**config.mk**
```make
export PLATFORM = sky130hd
export DESIGN_NAME = bram_port_initiator
export DESIGN_NICKNAME = d
export VERILOG_FILES = /design/src/rtl/bram_port_initiator.sv
export SDC_FILE = /design/constraint.sdc
export NUM_CORES = 1
export LEC_CHECK = 0
export ABC_AREA = 1
export ABC_CLOCK_PERIOD_IN_PS = 1740
export CAP_MARGIN = 20
export CORE_MARGIN = 3
export CORE_UTILIZATION = 31
export CTS_CLUSTER_DIAMETER = 40
export CTS_CLUSTER_SIZE = 20
export DETAILED_ROUTE_END_ITERATION = 7
export GPL_ROUTABILITY_DRIVEN = 0
export GPL_TIMING_DRIVEN = 0
export PLACE_DENSITY = 0.76
export RECOVER_POWER = 25
export SYNTH_ARGS = -nofsm -noshare
export SYNTH_HDL_FRONTEND = slang
export SYNTH_SLANG_ARGS = --single-unit
```
**constraint.sdc**
```tcl
create_clock -name clk -period 1.74 [get_ports clk]
set_clock_uncertainty 0.1 [all_clocks]
set_input_delay 0.348 -clock clk [delete_from_list [all_inputs] [get_ports clk]]
set_output_delay 0.348 -clock clk [all_outputs]
set_load 0.02 [all_outputs]
```
**src/rtl/bram_port_initiator.sv**
```systemverilog
// Initiator side of a BRAM port A: turns core req/gnt/rvalid transactions into
// BRAM strobes and realigns fixed-latency read data into in-order responses.
module bram_port_initiator #(
  parameter int unsigned READ_LATENCY = 2,
  parameter logic [31:0] BASE_ADDR    = 32'h0000_0000,
  parameter int unsigned ADDR_WIDTH   = 16
) (
  input  logic                  clk,
  input  logic                  reset,
  input  logic                  stall_i,
  input  logic                  req_i,
  output logic                  gnt_o,
  input  logic [31:0]           addr_i,
  input  logic                  we_i,
  input  logic [3:0]            be_i,
  input  logic [31:0]           wdata_i,
  output logic                  rvalid_o,
  output logic [31:0]           rdata_o,
  output logic                  err_o,
  output logic                  bram_clk_a,
  output logic                  bram_rst_a,
  output logic                  bram_en_a,
  output logic [3:0]            bram_we_a,
  output logic [ADDR_WIDTH-1:0] bram_addr_a,
  output logic [31:0]           bram_wrdata_a,
  input  logic [31:0]           bram_rddata_a
);

  logic                    hit;
  logic                    acc_hit;
  logic [ADDR_WIDTH-1:0]   addr_q;
  logic [31:0]             wdata_q;
  logic                    rst_q;
  logic [READ_LATENCY-1:0] tag_v, tag_w, tag_e;
  logic [READ_LATENCY:0]   v_ext, w_ext, e_ext;
  logic                    unused_addr_lsb;

  assign unused_addr_lsb = ^addr_i[1:0];

  assign bram_clk_a = clk;
  assign bram_rst_a = rst_q;

  assign gnt_o   = req_i && !stall_i && !reset;
  assign hit     = (addr_i[31:ADDR_WIDTH] == BASE_ADDR[31:ADDR_WIDTH]);
  assign acc_hit = gnt_o && hit;

  // Misses are still accepted (they need an error response) but never reach memory.
  always_comb begin
    bram_en_a     = acc_hit;
    bram_we_a     = (acc_hit && we_i) ? be_i : '0;
    bram_addr_a   = addr_q;
    bram_wrdata_a = wdata_q;
    if (reset) begin
      bram_addr_a   = '0;
      bram_wrdata_a = '0;
    end else if (acc_hit) begin
      bram_addr_a   = {addr_i[ADDR_WIDTH-1:2], 2'b00};
      bram_wrdata_a = wdata_i;
    end
  end

  // Extended vectors let the shift work for any latency, including 1.
  assign v_ext = {tag_v, gnt_o};
  assign w_ext = {tag_w, we_i};
  assign e_ext = {tag_e, !hit};

  always_ff @(posedge clk) begin
    rst_q <= reset;
    if (reset) begin
      tag_v   <= '0;
      tag_w   <= '0;
      tag_e   <= '0;
      addr_q  <= '0;
      wdata_q <= '0;
    end else begin
      tag_v <= v_ext[READ_LATENCY-1:0];
      tag_w <= w_ext[READ_LATENCY-1:0];
      tag_e <= e_ext[READ_LATENCY-1:0];
      if (acc_hit) begin
        addr_q  <= {addr_i[ADDR_WIDTH-1:2], 2'b00};
        wdata_q <= wdata_i;
      end
    end
  end

  // Gating with reset drops any response still in flight when reset arrives.
  assign rvalid_o = tag_v[READ_LATENCY-1] && !reset;
  assign err_o    = rvalid_o && tag_e[READ_LATENCY-1];
  assign rdata_o  = (rvalid_o && !tag_w[READ_LATENCY-1] && !tag_e[READ_LATENCY-1])
                    ? bram_rddata_a : '0;

endmodule

```
### Word-level counts from Yosys, hierarchy flattened

Cells that the tools add are included.

| cells by class | value |
|---|---|
| mux-type cells | 6 |
| reductions and logical operators | 14 |

Operators with widths:

| operator | count |
|---|---|
| 32-bit 2-to-1 mux | 3 |
| 16-bit 2-to-1 mux | 2 |
| 16-bit zero test | 1 |
| 1-bit logical AND | 8 |
| 1-bit zero test | 5 |
| 4-bit 2-to-1 mux | 1 |

| storage, ports and cells | value |
|---|---|
| register bits after elaboration | 55 |
| output and inout port bits | 90 |

### Longest topological paths before layout

| logic depth | value |
|---|---|
| depth after elaboration | 6 |
| gate-level depth with buffers | 8 |

==> insert_results.sql <==
INSERT INTO impl_metrics (metric_group, metric, value, unit) VALUES
('final_layout', 'n_antenna_cell', '0', ''),
('synth', 'ys_dominant_reg_cell', 'dfxtp_1', ''),
('run', 'max-cap-violations', '0', ''),
('synth', 'proportion_of_netlist_area_held_by_the_largest_area_contributor', '41.0', '%'),
('synth', 'post_synth_num_cell_types', '13', ''),
('sta', 'min_period', '2.10', 'ns'),
('synth', 'syn_area_per_cell', '6.29', 'µm²'),
('sta', 'timing.fmax', '475', 'MHz'),
('die', 'initial_standard_cell_utilization_of_the_core', '32.4', '%'),
('clocking', 'insertion_delay', '0.43', 'ns'),
('route', 'dr.pass1.iters', '5', ''),
('global_route', 'grt.met3_usage', '6.09', '%'),
('placed_design', 'numPlacedInstances', '724', ''),
('setup_path', 'setup.worst_path.start_class', 'input pin', ''),
('route', 'post-route-drc-count', '0', ''),
('sta', 'fin_crit_sh', '121', '%'),
('power_and_ir_drop', 'p_leak', '2.99', 'nW'),
('synth', 'synthMostInstantiatedCell', 'nor2_1', ''),
('clocking', 'tritoncts', 'yes', ''),
('final_layout', 'layout-drive-gt1-share', '50.7', '%'),
('global_route', 'gr-total-overflow', '0', ''),
('status', 'status', 'complete, but fails checks', ''),
('sta', 'hold_viol', '0', ''),
('power_and_ir_drop', 'power_density', '412', 'mW/mm²'),
('synth', 'post_synthesis_async_set_or_reset_flop_share', '0', '%'),
('sta', 'final_max_slew_viol_count', '0', ''),
('final_layout', 'syn2layout_area_growth', '148', '%'),
('synth', 'synth_top_area_cell', 'dfxtp_1', ''),
('route', 'detail_route.iter0.violations', '114', ''),
('synth', 'synth_edf_count', '0', ''),
('synth', 'post_synth_main_area_contributors', 'dfxtp_1 41%, nor2_1 14%, nand2_1 14%', ''),
('route', 'remaining_number_of_nets_flagged_by_the_antenna_check_after_routing', '0', ''),
('global_route', 'gr_peak_layer', 'met2', ''),
('sta', 'final_critical_path_setup_slack', '-0.364', 'ns'),
('setup_path', 'required', '1.29', 'ns'),
('synth', 'synthesized_net_count', '532', ''),
('die', 'floorplan.die.height', '99.1', 'µm'),
('sta', 'tightestPinTransition', '0.496', 'ns'),
('global_route', 'grt_pass1_vias', '3818', ''),
('setup_path', 'worst_ep_arrival', '1.66', 'ns'),
('sta', 'whs', '0.0411', 'ns'),
('synth', 'ys.warnings.count', '0', ''),
('die', 'fp.dieW', '99.1', 'µm'),
('min_path', 'whs_path_depth', '2', ''),
('route', 'routed_via_density', '4.83', ''),
('sta', 'finalSetupViolCount', '87', ''),
('global_route', 'wire_length_of_the_first_global_routing_pass', '19.2', 'mm'),
('die', 'die-area', '0.00981', 'mm²'),
('global_route', 'gr-usage-met2', '47.0', '%'),
('clocking', 'clk_pin_slew', '0.10', 'ns'),
('setup_path', 'critical_path.max_fanout', '10', ''),
('setup_path', 'crit_type', 'in2out', ''),
('route', 'num_vias', '3885', ''),
('global_route', 'met1_usage', '25.3', '%'),
('global_route', 'global_route.usage.total', '24.5', '%'),
('final_layout', 'finish.cell_count_without_fillers', '805', ''),
('power_and_ir_drop', 'peakVddDrop', '0.453', 'mV'),
('synth', 'ys_top_cells_by_count', '100 x nor2_1, 99 x nand2_1, 92 x inv_1', ''),
('synth', 'synth.cell_area', '0.00269', 'mm²'),
('die', 'core_area', '0.00830', 'mm²'),
('synth', 'post_synth_inst_count', '427', ''),
('route', 'post_drt_wl_per_cell', '17.5', 'µm'),
('sta', 'rsz0062_at_grt', 'true', ''),
('synth', 'synth-seq-area-share', '41.0', '%'),
('setup_path', 'timing.critical_path.to_type', 'output port', ''),
('placed_design', 'portBuffers', '192', ''),
('global_route', 'grt_start_max_net_pins', '19', ''),
('final_layout', 'layout.nets', '804', ''),
('setup_path', 'worst_r2r_path_depth', '9', ''),
('sta', 'worst_slew_margin_rel', '66.9', '%'),
('die', 'row_count', '33', ''),
('route', 'totalWireLength', '14.1', 'mm'),
('die', 'io_pins', '195', ''),
('status', 'violations', 'negative setup slack', ''),
('global_route', 'grt_antenna_before_repair', '0', ''),
('synth', 'ys_seq_elements', '55', ''),
('min_path', 'hold_path_class', 'in2reg', ''),
('placed_design', 'hpwl', '7.72', 'mm');
-- worst paths after layout --
kind | startpoint | endpoint | slack (ns)
setup reg to reg | addr_q[13] | addr_q[13] | 0.46
hold / removal | stall_i | tag_v[0] | 0.04
setup / recovery | addr_i[29] | bram_addr_a[6] | -0.36
hold reg to reg | tag_w[0] | tag_w[1] | 0.30
-- final cells by class --
cell class	instances	area, µm²
Clock buffer	9	121
Clock inverter	3	22.5
Sequential cell	55	1100
Tap cell	105	131
Multi-Input combinational cell	250	1870
Buffer	24	270
Timing Repair Buffer	267	2800
Inverter	92	345
Fill cell	492	1630
-- through the flow --
| step | power, W | instance area (µm²) | setup WS (ns) | setup TNS, ns | util [%] |
|---|---|---|---|---|---|
| after global routing | 0.00286 | 6670 | -0.406 | -26.19 | 80.3 |
| after detailed placement | 0.00176 | 4900 | -1.33 | -116.27 | 59.1 |
| after global placement | 0.00176 | 4900 | -1.30 | -114.50 | 59.1 |
| after CTS | 0.00273 | 6160 | -0.333 | -18.50 | 74.2 |
| final | 0.00275 | 6670 | -0.364 | -21.57 | 80.3 |
| after floorplan | 0.00145 | 2850 | -0.0683 | -0.537 | - |
-- power breakdown --
part           switching [W]  leakage (nW)  internal (W)
Combinational       0.000181          2.47      0.000277
Sequential        0.00000366         0.446       0.00127
Clock               0.000537        0.0765      0.000484
Total               0.000722          2.99       0.00203
-- cell families after synthesis --
group / synth area share (%)
AOI/OAI and AO/OA: 0.186
buffers and inverters: 18.7
and+or+nand+nor: 40.1
DFF: 41.0
-- cell usage in the layout (no fill, tap or decap), types with 9 or more instances in the layout --
master,Yosys,layout
nand4_1,47,47
nor2_1,100,53
buf_2,11,9
inv_1,92,90
buf_8,0,10
buf_4,6,40
nand2_2,0,39
nor2_4,0,40
dfxtp_1,55,52
buf_6,1,126
nand2_4,0,49
nand2_1,99,11
clkbuf_8,0,9
clkdlybuf4s50_1,0,83
-- repair_timing --
action	CTS	global route
gates resized for setup	758	112
endpoints found under the hold margin	0	1
hold buffers	0	1
buffers inserted	45	22
endpoints found under the setup margin	90	88
gates cloned	13	1
pin swaps	71	34
-- flip-flops by register name, summed over array words and instances, names as in the netlist --
| signal | cells |
|---|---|
| tag_w | 2 |
| bram_rst_a | 1 |
| wdata_q | 32 |
| tag_v | 2 |
| addr_q | 16 |
| tag_e | 2 |
-- worst max-delay path: stages --
cell and delay (ns):
buf_2 0.10, nor2_2 0.12, nand2_2 0.08, nor2_4 0.23, buf_6 0.17, buf_8 0.14, nand4_1 0.19, nand2_4 0.14
buf_6 0.12
-- metal layers --
layer	share of wire (%)	wire [µm]
met5	0	0
met4	4.7	660
met3	7.8	1100
met2	54	7630
met1	34	4740
No activity file was read; power rests on OpenSTA's default activity.
